**src/rtl/mem_port_arbiter_pkg.sv**
```systemverilog
// Shared types and defaults for the CPU memory port arbiter.
package mem_port_arbiter_pkg;

    localparam int unsigned DEF_OUTSTANDING = 4;
    localparam int unsigned DEF_STARVE_MAX  = 4;
    localparam int unsigned ADDR_W          = 32;
    localparam int unsigned DATA_W          = 32;
    localparam int unsigned STRB_W          = 4;

    localparam logic REQ_ID_INST = 1'b0;
    localparam logic REQ_ID_DATA = 1'b1;

    typedef enum logic [1:0] {
        ARB_IDLE  = 2'd0,
        ARB_CMD_I = 2'd1,
        ARB_CMD_D = 2'd2
    } arb_state_e;

    // Latched memory command presented on the port while in CMD_x.
    typedef struct packed {
        logic              read;
        logic              write;
        logic [ADDR_W-1:0] addr;
        logic [DATA_W-1:0] wdata;
        logic [STRB_W-1:0] strb;
    } mem_cmd_t;

endpackage

```
**src/rtl/mem_port_arbiter_if.sv**
```systemverilog
// Request/response and memory-port signals of the arbiter.
interface mem_port_arbiter_if;
    import mem_port_arbiter_pkg::*;

    logic              inst_req_valid;
    logic [ADDR_W-1:0] inst_req_addr;
    logic              inst_req_ready;
    logic [DATA_W-1:0] inst_resp_data;
    logic              inst_resp_valid;
    logic              inst_resp_ready;

    logic              data_req_valid;
    logic              data_req_wen;
    logic [STRB_W-1:0] data_req_strb;
    logic [ADDR_W-1:0] data_req_addr;
    logic [DATA_W-1:0] data_req_wdata;
    logic              data_req_ready;
    logic [DATA_W-1:0] data_resp_data;
    logic              data_resp_valid;
    logic              data_resp_ready;

    logic [ADDR_W-1:0] Address;
    logic              MemRead;
    logic              MemWrite;
    logic [DATA_W-1:0] Write_data;
    logic [STRB_W-1:0] Write_strb;
    logic              Address_Ready;
    logic [DATA_W-1:0] Read_data;
    logic              Read_data_Valid;
    logic              Read_data_Ready;

    // Arbiter side.
    modport slave (
        input  inst_req_valid, inst_req_addr, inst_resp_ready,
        input  data_req_valid, data_req_wen, data_req_strb, data_req_addr, data_req_wdata,
        input  data_resp_ready,
        input  Address_Ready, Read_data, Read_data_Valid,
        output inst_req_ready, inst_resp_data, inst_resp_valid,
        output data_req_ready, data_resp_data, data_resp_valid,
        output Address, MemRead, MemWrite, Write_data, Write_strb, Read_data_Ready
    );

    // Requester/memory side.
    modport master (
        output inst_req_valid, inst_req_addr, inst_resp_ready,
        output data_req_valid, data_req_wen, data_req_strb, data_req_addr, data_req_wdata,
        output data_resp_ready,
        output Address_Ready, Read_data, Read_data_Valid,
        input  inst_req_ready, inst_resp_data, inst_resp_valid,
        input  data_req_ready, data_resp_data, data_resp_valid,
        input  Address, MemRead, MemWrite, Write_data, Write_strb, Read_data_Ready
    );

endinterface

```
**src/rtl/mem_port_arbiter_resp_tag_fifo.sv**
```systemverilog
// In-order FIFO of 1-bit requester IDs for outstanding reads.
module mem_port_arbiter_resp_tag_fifo #(
    parameter int unsigned DEPTH = 4
) (
    input  logic clk,
    input  logic rst,
    input  logic push,
    input  logic push_id,
    input  logic pop,
    output logic full,
    output logic empty,
    output logic head
);

    localparam int unsigned PTR_W = $clog2(DEPTH);
    localparam int unsigned CNT_W = PTR_W + 1;

    logic [DEPTH-1:0] mem_q;
    logic [PTR_W-1:0] wr_ptr_q;
    logic [PTR_W-1:0] rd_ptr_q;
    logic [CNT_W-1:0] count_q;

    // Pointers and occupancy; pointers wrap naturally at the power-of-2 depth.
    always_ff @(posedge clk) begin
        if (rst) begin
            wr_ptr_q <= '0;
            rd_ptr_q <= '0;
            count_q  <= '0;
        end else begin
            if (push) wr_ptr_q <= wr_ptr_q + PTR_W'(1);
            if (pop)  rd_ptr_q <= rd_ptr_q + PTR_W'(1);
            case ({push, pop})
                2'b10:   count_q <= count_q + CNT_W'(1);
                2'b01:   count_q <= count_q - CNT_W'(1);
                default: count_q <= count_q;
            endcase
        end
    end

    // Tag storage needs no reset; occupancy gates every read of it.
    always_ff @(posedge clk) begin
        if (push) mem_q[wr_ptr_q] <= push_id;
    end

    assign full  = (count_q == CNT_W'(DEPTH));
    assign empty = (count_q == '0);
    assign head  = mem_q[rd_ptr_q];

endmodule

```
**src/rtl/mem_port_arbiter.sv**
```systemverilog
// Shares one memory port between instruction fetch and data access.
module mem_port_arbiter
    import mem_port_arbiter_pkg::*;
#(
    parameter int unsigned OUTSTANDING = DEF_OUTSTANDING,
    parameter int unsigned STARVE_MAX  = DEF_STARVE_MAX
) (
    input logic            clk,
    input logic            rst,
    mem_port_arbiter_if.slave bus
);

    localparam int unsigned STARVE_W = $clog2(STARVE_MAX + 1);

    arb_state_e          state_q, state_d;
    mem_cmd_t            cmd_q, cmd_d;
    logic [STARVE_W-1:0] starve_q, starve_d;
    logic                inst_acc, data_acc;
    logic                inst_elig, data_elig, starved;
    logic                fifo_full, fifo_empty, fifo_head;
    logic                push, push_id, pop, resp_active;

    assign inst_elig = bus.inst_req_valid & ~fifo_full;
    assign data_elig = bus.data_req_valid & (bus.data_req_wen | ~fifo_full);
    assign starved   = (starve_q == STARVE_W'(STARVE_MAX));

    // State, command latch and starvation counter registers.
    always_ff @(posedge clk) begin
        if (rst) begin
            state_q  <= ARB_IDLE;
            cmd_q    <= '0;
            starve_q <= '0;
        end else begin
            state_q  <= state_d;
            cmd_q    <= cmd_d;
            starve_q <= starve_d;
        end
    end

    // Arbitration in IDLE, command hold until the memory accepts it.
    always_comb begin
        state_d  = state_q;
        cmd_d    = cmd_q;
        inst_acc = 1'b0;
        data_acc = 1'b0;
        case (state_q)
            ARB_IDLE: begin
                if (!rst) begin
                    if (data_elig && !(starved && inst_elig)) begin
                        data_acc = 1'b1;
                        cmd_d    = '{read:  ~bus.data_req_wen,
                                     write: bus.data_req_wen,
                                     addr:  bus.data_req_addr,
                                     wdata: bus.data_req_wdata,
                                     strb:  bus.data_req_strb};
                        state_d  = ARB_CMD_D;
                    end else if (inst_elig) begin
                        inst_acc = 1'b1;
                        cmd_d    = '{read:  1'b1,
                                     write: 1'b0,
                                     addr:  bus.inst_req_addr,
                                     wdata: '0,
                                     strb:  '0};
                        state_d  = ARB_CMD_I;
                    end
                end
            end
            ARB_CMD_I, ARB_CMD_D: begin
                if (bus.Address_Ready) begin
                    cmd_d.read  = 1'b0;
                    cmd_d.write = 1'b0;
                    state_d     = ARB_IDLE;
                end
            end
            default: state_d = ARB_IDLE;
        endcase
    end

    // Count data grants taken while IF keeps waiting.
    always_comb begin
        starve_d = starve_q;
        if (!bus.inst_req_valid || inst_acc) begin
            starve_d = '0;
        end else if (data_acc && !starved) begin
            starve_d = starve_q + STARVE_W'(1);
        end
    end

    assign push    = inst_acc | (data_acc & ~bus.data_req_wen);
    assign push_id = data_acc ? REQ_ID_DATA : REQ_ID_INST;
    assign pop     = bus.Read_data_Valid & bus.Read_data_Ready & resp_active;

    mem_port_arbiter_resp_tag_fifo #(
        .DEPTH (OUTSTANDING)
    ) u_tag_fifo (
        .clk     (clk),
        .rst     (rst),
        .push    (push),
        .push_id (push_id),
        .pop     (pop),
        .full    (fifo_full),
        .empty   (fifo_empty),
        .head    (fifo_head)
    );

    assign bus.inst_req_ready = inst_acc;
    assign bus.data_req_ready = data_acc;

    assign bus.MemRead    = cmd_q.read;
    assign bus.MemWrite   = cmd_q.write;
    assign bus.Address    = cmd_q.addr;
    assign bus.Write_data = cmd_q.wdata;
    assign bus.Write_strb = cmd_q.strb;

    // Response steering by the oldest outstanding requester; rst drains stale beats.
    assign resp_active         = ~rst & ~fifo_empty;
    assign bus.inst_resp_valid = resp_active & bus.Read_data_Valid & (fifo_head == REQ_ID_INST);
    assign bus.data_resp_valid = resp_active & bus.Read_data_Valid & (fifo_head == REQ_ID_DATA);
    assign bus.inst_resp_data  = bus.Read_data;
    assign bus.data_resp_data  = bus.Read_data;
    assign bus.Read_data_Ready = rst | (resp_active & ((fifo_head == REQ_ID_INST) ?
                                                       bus.inst_resp_ready : bus.data_resp_ready));

endmodule

```
**src/flat_wrapper.sv**
```systemverilog
// flat-port wrapper written by rule: the top's interface ports become plain ports
module mem_port_arbiter_flat import mem_port_arbiter_pkg::*;
#(
    parameter int unsigned OUTSTANDING = DEF_OUTSTANDING,
    parameter int unsigned STARVE_MAX  = DEF_STARVE_MAX
)
  (clk, rst, bus_inst_req_valid, bus_inst_req_addr, bus_inst_resp_ready, bus_data_req_valid, bus_data_req_wen, bus_data_req_strb, bus_data_req_addr, bus_data_req_wdata, bus_data_resp_ready, bus_Address_Ready, bus_Read_data, bus_Read_data_Valid, bus_inst_req_ready, bus_inst_resp_data, bus_inst_resp_valid, bus_data_req_ready, bus_data_resp_data, bus_data_resp_valid, bus_Address, bus_MemRead, bus_MemWrite, bus_Write_data, bus_Write_strb, bus_Read_data_Ready);
  mem_port_arbiter_if bus_i ();
  input logic clk;
  input logic rst;
  input wire logic [$bits(bus_i.inst_req_valid)-1:0] bus_inst_req_valid;
  input wire logic [$bits(bus_i.inst_req_addr)-1:0] bus_inst_req_addr;
  input wire logic [$bits(bus_i.inst_resp_ready)-1:0] bus_inst_resp_ready;
  input wire logic [$bits(bus_i.data_req_valid)-1:0] bus_data_req_valid;
  input wire logic [$bits(bus_i.data_req_wen)-1:0] bus_data_req_wen;
  input wire logic [$bits(bus_i.data_req_strb)-1:0] bus_data_req_strb;
  input wire logic [$bits(bus_i.data_req_addr)-1:0] bus_data_req_addr;
  input wire logic [$bits(bus_i.data_req_wdata)-1:0] bus_data_req_wdata;
  input wire logic [$bits(bus_i.data_resp_ready)-1:0] bus_data_resp_ready;
  input wire logic [$bits(bus_i.Address_Ready)-1:0] bus_Address_Ready;
  input wire logic [$bits(bus_i.Read_data)-1:0] bus_Read_data;
  input wire logic [$bits(bus_i.Read_data_Valid)-1:0] bus_Read_data_Valid;
  output wire logic [$bits(bus_i.inst_req_ready)-1:0] bus_inst_req_ready;
  output wire logic [$bits(bus_i.inst_resp_data)-1:0] bus_inst_resp_data;
  output wire logic [$bits(bus_i.inst_resp_valid)-1:0] bus_inst_resp_valid;
  output wire logic [$bits(bus_i.data_req_ready)-1:0] bus_data_req_ready;
  output wire logic [$bits(bus_i.data_resp_data)-1:0] bus_data_resp_data;
  output wire logic [$bits(bus_i.data_resp_valid)-1:0] bus_data_resp_valid;
  output wire logic [$bits(bus_i.Address)-1:0] bus_Address;
  output wire logic [$bits(bus_i.MemRead)-1:0] bus_MemRead;
  output wire logic [$bits(bus_i.MemWrite)-1:0] bus_MemWrite;
  output wire logic [$bits(bus_i.Write_data)-1:0] bus_Write_data;
  output wire logic [$bits(bus_i.Write_strb)-1:0] bus_Write_strb;
  output wire logic [$bits(bus_i.Read_data_Ready)-1:0] bus_Read_data_Ready;
  assign bus_i.inst_req_valid = bus_inst_req_valid;
  assign bus_i.inst_req_addr = bus_inst_req_addr;
  assign bus_i.inst_resp_ready = bus_inst_resp_ready;
  assign bus_i.data_req_valid = bus_data_req_valid;
  assign bus_i.data_req_wen = bus_data_req_wen;
  assign bus_i.data_req_strb = bus_data_req_strb;
  assign bus_i.data_req_addr = bus_data_req_addr;
  assign bus_i.data_req_wdata = bus_data_req_wdata;
  assign bus_i.data_resp_ready = bus_data_resp_ready;
  assign bus_i.Address_Ready = bus_Address_Ready;
  assign bus_i.Read_data = bus_Read_data;
  assign bus_i.Read_data_Valid = bus_Read_data_Valid;
  assign bus_inst_req_ready = bus_i.inst_req_ready;
  assign bus_inst_resp_data = bus_i.inst_resp_data;
  assign bus_inst_resp_valid = bus_i.inst_resp_valid;
  assign bus_data_req_ready = bus_i.data_req_ready;
  assign bus_data_resp_data = bus_i.data_resp_data;
  assign bus_data_resp_valid = bus_i.data_resp_valid;
  assign bus_Address = bus_i.Address;
  assign bus_MemRead = bus_i.MemRead;
  assign bus_MemWrite = bus_i.MemWrite;
  assign bus_Write_data = bus_i.Write_data;
  assign bus_Write_strb = bus_i.Write_strb;
  assign bus_Read_data_Ready = bus_i.Read_data_Ready;
  mem_port_arbiter #(.OUTSTANDING(OUTSTANDING), .STARVE_MAX(STARVE_MAX)) u_core (.clk(clk), .rst(rst), .bus(bus_i));
endmodule
```
**config.mk**
```make
export PLATFORM = sky130hd
export DESIGN_NAME = mem_port_arbiter_flat
export DESIGN_NICKNAME = d
export VERILOG_FILES = /design/src/rtl/mem_port_arbiter_pkg.sv /design/src/rtl/mem_port_arbiter_if.sv /design/src/rtl/mem_port_arbiter_resp_tag_fifo.sv /design/src/rtl/mem_port_arbiter.sv /design/src/flat_wrapper.sv
export SDC_FILE = /design/constraint.sdc
export NUM_CORES = 1
export LEC_CHECK = 0
export BUFFER_PORTS_ARGS = -buffer_cell sky130_fd_sc_hd__buf_2
export CAP_MARGIN = 5
export CORE_AREA = 5 5 107 109
export CTS_CLUSTER_DIAMETER = 50
export DETAILED_ROUTE_END_ITERATION = 10
export DIE_AREA = 0 0 112 114
export PLACE_DENSITY = 0.77
export SLEW_MARGIN = 25
export SYNTH_ARGS = -nofsm -noshare
export SYNTH_HDL_FRONTEND = slang
export SYNTH_SLANG_ARGS = --single-unit
```
**constraint.sdc**
```tcl
create_clock -name clk -period 4.9 [get_ports clk]
set_input_delay 0 -clock clk [delete_from_list [all_inputs] [get_ports clk]]
set_output_delay 0 -clock clk [all_outputs]
set_load 0.02 [all_outputs]
```
Word-level counts from Yosys, hierarchy flattened
Index checks and enable logic that the tools add are counted.
Cells by class
  eq/ne operators: 8
  multiplexer cells: 22
  magnitude comparators: 3
  reductions and logical operators: 18
  bitwise gates (word level): 18
  add/sub/neg operators: 5
Operators with widths (count)
  2-to-1 mux 70 bit: 2
  2-to-1 mux 1 bit: 11
  bitwise AND 1 bit: 10
  case mux 2 bit (2 select lines): 2
  adder 3 x 1 -> 3 bit (second input constant): 2
  equality test 3 bit (second input constant): 2
  less-than comparator 2 x 3 -> 1 bit (second input constant): 2
  2-to-1 mux 2 bit: 3
  case mux 3 bit (2 select lines): 1
  nonzero test 2 bit: 3
  NOT 1 bit: 5
  adder 2 x 1 -> 2 bit (second input constant): 2
  bitwise mux 4 bit: 1
  equality test 2 x 1 -> 1 bit (second input constant): 2
  equality test 2 bit (second input constant): 2
  logical AND 1 bit: 4
  AND reduction 2 bit: 2
  OR reduction 2 bit: 2
  zero test 1 bit: 3
  zero test 3 bit: 1
  != test 3 x 1 -> 1 bit (second input constant): 1
  bitwise OR 1 bit: 3
  AND reduction 3 bit: 1
  subtractor 3 x 1 -> 3 bit (second input constant): 1
  6 further kinds: 6
Storage, ports and cells
  bits in registers: 86
  output and inout bits: 139

Longest topological paths before layout
  depth in word-level cells: 13
  mapped depth: 12
  depth with buffers taken out: 12

By module
Synthesis repeated with hierarchy kept, for this count alone.
Second synthesis, totals
  cells, all modules: 432
  area, all modules: 3995.1 um^2
Modules (own cells, without submodules)
  mem_port_arbiter: times used 1, cells an instance 384, area an instance 3465.8 um^2, sequential area each 1501.4 um^2
  mem_port_arbiter_resp_tag_fifo: times used 1, cells an instance 48, area an instance 529.3 um^2, sequential area each 260.2 um^2

Worst setup path before layout
OpenSTA, ideal clock, no wires.
  path type: flip-flop to flip-flop
  from: register u_core.u_tag_fifo.rd_ptr_q[0]
  to: register u_core.u_tag_fifo.count_q[2]
  path slack: 2520 ps
  stages on the path, launching flop included: 10
  library setup time: 70 ps
  buffers on the path: 0
  data arrival time: 2309 ps
  period minus slack after synthesis: 2380 ps
  cell sequence: dfxtp_1 mux4_2 mux2i_1 nor2_1 ha_1 inv_1 fa_1 xor2_1 or3_1 a21oi_1
On the way
  cells in the longest elaborated chain, start to end: 9
  elaborated cells between the ends (all ways): 11
  classes of those cells: eq/ne: 2; mux: 4; bitwise: 4; reduce/logical: 1
RTL lines
  start: declaration: line mem_port_arbiter_resp_tag_fifo.sv:20  | logic [PTR_W-1:0] rd_ptr_q;
  start signal: assignment: line mem_port_arbiter_resp_tag_fifo.sv:31  | if (pop) rd_ptr_q <= rd_ptr_q + PTR_W'(1);
  binary-select mux 1 bit (select 2 bit) *: line mem_port_arbiter_resp_tag_fifo.sv:47  | assign head = mem_q[rd_ptr_q];
  2-to-1 mux 1 bit (not written as such) *: line mem_port_arbiter_resp_tag_fifo.sv:47
  2-to-1 mux 1 bit *: line mem_port_arbiter.sv:121  | assign bus.Read_data_Ready = rst | (resp_active & ((fifo_head == REQ_ID_INST) ?
  bitwise AND 1 bit *: line mem_port_arbiter.sv:121
  bitwise OR 1 bit *: line mem_port_arbiter.sv:121
  bitwise AND 1 bit * (2 in series): line mem_port_arbiter.sv:91  | assign pop = bus.Read_data_Valid & bus.Read_data_Ready & resp_active;
  named net u_core.pop: line mem_port_arbiter.sv:21  | logic push, push_id, pop, resp_active;
  equality test 2 x 1 -> 1 bit or equality test 2 bit (tied branches): line mem_port_arbiter_resp_tag_fifo.sv:32  | case ({push, pop})
  case mux 3 bit (2 select lines) or nonzero test 2 bit (tied branches)
  end signal: assignment: line mem_port_arbiter_resp_tag_fifo.sv:33  | 2'b10: count_q <= count_q + CNT_W'(1);
  end signal: assignment: line mem_port_arbiter_resp_tag_fifo.sv:34  | 2'b01: count_q <= count_q - CNT_W'(1);
  end signal: assignment: line mem_port_arbiter_resp_tag_fifo.sv:35  | default: count_q <= count_q;
  end: declaration: line mem_port_arbiter_resp_tag_fifo.sv:21  | logic [CNT_W-1:0] count_q;
The timed path passes the listed nets; every way through them passes the cells marked *. The select of a mux whose other input is x is not followed.
A chain may end at the register's enable or synchronous reset.

Worst setup path in the final report
  from: register u_core.u_tag_fifo.count_q[0]
  to: register u_core.cmd_q (netlist bit u_core.bus.Address[13])
On the way
  cells in the longest elaborated chain, start to end: 8
  elaborated cells between the ends (all ways): 11
  classes of those cells: eq/ne: 1; mux: 1; bitwise: 4; reduce/logical: 5
RTL lines
  equality test 3 bit *: line mem_port_arbiter_resp_tag_fifo.sv:45  | assign full = (count_q == CNT_W'(DEPTH));
  NOT 1 bit *: line mem_port_arbiter.sv:23, mem_port_arbiter.sv:24
  bitwise AND 1 bit: line mem_port_arbiter.sv:23  | assign inst_elig = bus.inst_req_valid & ~fifo_full;
  logical AND 1 bit: line mem_port_arbiter.sv:49  | if (data_elig && !(starved && inst_elig)) begin
  zero test 1 bit: line mem_port_arbiter.sv:49
  logical AND 1 bit: line mem_port_arbiter.sv:49
  nonzero test 2 bit (no line)
  AND reduction 2 bit (no line)
  end signal: assignment: line mem_port_arbiter.sv:35  | cmd_q <= cmd_d;
  end: declaration: line mem_port_arbiter.sv:16  | mem_cmd_t cmd_q, cmd_d;
Mark *: on every way between the ends. The rest lies on a longest branch, timed or not.

==> out/qor.csv <==
metric,value,unit
clk root buf,clkbuf_8,
synthesized cell area,4030,µm²
initial cell density of the core,0.383,
Min-Delay Startpoint,bus_Read_data[8],
critical path class,reg2reg,
cell count after synthesis,404,
min-delay worst type,in2out,
Worst-path clk slew,0.09,ns
Pins Over Slew Limit,0,
ratio of cells with drive above 1 in the final layout,0.343,
VDD IR max,148,µV
beginning of the critical path,u_core.u_tag_fifo.count_q[0]$_SDFFE_PP0P_,
CTS Buf Count,9,
Yosys Warn Count,0,
most frequent cells in the layout,"buf_2 (183), dlygate4sd3_1 (84), dfxtp_1 (82)",
post-synthesis sequential area ratio,0.438,
CTS Sinks,86,
Setup TNS,0,ns
switching part of the total,0.311,
Worst Hold Depth,0,
post-DR vias/cell,4.97,
Clock Path Buffers,2,
status,finished clean,
hold slack,0.00000995,ns
CTS HTree Levels,3,
Post-Syn Nets,555,
Final Skew,0.00967,ns
CTS tree,yes,
P_leak,2.67,nW
sequential share of power,0.453,
vias in the first global route,3732,
Total Wirelength,11.4,mm
initial antenna violation count,0,
Clk pwr share,0.276,
dpl hpwl,7.02,mm
DR WL/cell,15.3,µm
R2R cell count,5,
Pwr Density,321,nW/µm²
area grow syn2layout,39.7,%
die area,12800,µm²
chip width,112,µm
maximum fanout along the worst path,35,
DRT antenna net count,0,
CP arrival,3.20,ns
GRT Residual Overflow,0,
number of diodes,0,
"most common cell after layout, fill and taps aside",buf_2,
CP endpoint kind,flop,
# resized after CTS,0,
# nets final,749,
net switching power,0.561,mW
Die Y,114,µm
drt drc,0,
average cell area after synthesis,9.97,µm²
fin crit share,0.600,
worst stage delay on the critical path,0.83,ns
CP cell instances,"nor4b_2, a211o_2, mux2i_1, dlygate4sd3_1, a211oi_1",
post-synthesis cell type count,40,
all-layer global routing usage,0.173,
vias,3689,
Buffers on Ports,183,
largest net degree at the start of global routing,66,
Worst Path Required,5.16,ns
Fillers,888,
DP Area,4580,µm²
Gate power share,0.271,
Core Region,10500,µm²
unrepaired setup endpoints after global routing,false,
RD Place Congestion,0.779,
crit start category,flop,
finished layout cell area,5630,µm²
internal power,1.24,mW
drt first pass iters,4,
WP buf/inv,1,
origin of the critical flop-to-flop path,u_core.u_tag_fifo.count_q[0]$_SDFFE_PP0P_,
fin crit period,2.94,ns
Fmax,340,MHz
Iteration-0 DRC Markers,273,
Final Hold Violating Endpoints,0,
Slew @ Worst Pin,0.980,ns
Clock Latency Late Sink,0.36,ns
FP Rows,38,
Rel. slew slack,0.347,
first-pass GRT wire length,18.0,mm
Top delay family on crit path,compound AO/OA/AOI/OAI gates,
endpoints failing setup,0,
Max Cap Violations,0,
#FFs+latches synth,86,
number of cells on the critical path,5,
# IOs,280,
slowest cell on the critical path,a211o_2,
state kept, by name (all words and copies together), names as in the netlist:
name,count
u_core.bus.Address,32
u_core.bus.Write_data,32
u_core.bus.Write_strb,4
u_core.u_tag_fifo.mem_q,4
u_core.starve_q,3
u_core.u_tag_fifo.count_q,3
u_core.state_q,2
u_core.u_tag_fifo.rd_ptr_q,2
u_core.u_tag_fifo.wr_ptr_q,2
u_core.bus.MemRead,1
u_core.bus.MemWrite,1
logic make-up after synthesis:
family,share of synthesized area
xor gates and xnor gates,0.00653
AOI/OAI and AO/OA,0.179
DFF,0.438
buffers and inverters,0.158
adders and majority gates,0.0329
muxes,0.0926
and+or+nand+nor,0.0929
cell usage after synthesis:
library cell,instances,share of area
a211o_1,1,0.0022
a211oi_1,34,0.063
a21boi_0,1,0.0019
a21o_1,1,0.0019
a21oi_1,10,0.012
a221oi_1,1,0.0022
a22o_1,36,0.078
a311o_1,1,0.0025
and3_1,6,0.0093
and4b_1,1,0.0025
buf_1,1,0.00093
buf_2,9,0.011
buf_4,67,0.12
clkbuf_1,10,0.0093
dfxtp_1,82,0.41
edfxtp_1,4,0.030
fa_1,1,0.0050
ha_1,9,0.028
inv_1,13,0.012
mux2i_1,35,0.087
mux4_2,1,0.0056
nand2_1,3,0.0028
nand2b_1,1,0.0016
nand3_1,2,0.0025
nand3b_1,1,0.0019
nor2_1,42,0.039
nor2b_1,2,0.0031
nor3_1,3,0.0037
nor3b_1,3,0.0056
nor4b_2,1,0.0037
o21ai_0,7,0.0087
o21bai_1,1,0.0019
o22a_1,1,0.0022
o22ai_1,1,0.0016
or3_1,4,0.0062
or3b_1,3,0.0065
or4_1,1,0.0019
or4b_1,1,0.0025
xnor2_1,1,0.0022
xor2_1,2,0.0044
layout make-up:
type                            count  area (µm²)  area share
Timing Repair Buffer              270        1780       0.316
Clock buffer                       11         141      0.0251
Clock inverter                      5        58.8      0.0105
Sequential cell                    86        1760       0.313
Multi-Input combinational cell    218        1660       0.295
Inverter                           13        48.8     0.00867
Tap cell                          140         175      0.0311
metal layers:
| metal | track usage | routed length [µm] | vias to the layer above |
|---|---|---|---|
| li1 | - | - | 1773 |
| met1 | 0.187 | 4380 | 1676 |
| met2 | 0.301 | 5560 | 203 |
| met3 | 0.0679 | 1090 | 37 |
| met4 | 0.0785 | 352 | 0 |
| met5 | 0 | 0 | - |
path summary, 6_finish.rpt:
check / end / slack [ns]
max: u_core.bus.Address[13]$_SDFFE_PP0P_ / 1.96
min: bus_data_resp_data[8] / 0.00001
max reg2reg: u_core.bus.Address[13]$_SDFFE_PP0P_ / 1.96
min reg2reg: u_core.bus.Write_data[1]$_SDFFE_PP0P_ / 0.47
stage by stage:
stage,total power [mW],setup slack [ns],std cells,util
2_1_floorplan,1.18,2.52,404,-
3_3_place_gp,1.24,2.43,643,0.436
3_5_place_dp,1.26,2.33,643,0.436
4_1_cts,1.81,2.05,739,0.532
5_1_grt,1.91,1.82,743,0.535
6_report,1.81,1.96,743,0.535
power groups by stage:
stage          clock network (mW)  logic, mW  registers, mW
6_report                    0.498      0.489          0.819
5_1_grt                     0.548      0.531          0.828
4_1_cts                     0.515      0.478          0.817
3_5_place_dp                    0      0.423          0.832
3_3_place_gp                    0      0.413          0.830
2_1_floorplan                   0      0.264          0.913
what timing repair did:
| action | CTS | global route |
|---|---|---|
| endpoints found under the hold margin | 60 | 2 |
| hold buffers | 80 | 4 |
| setup buffers | 0 | 0 |
(Power assumes the default switching activity.)
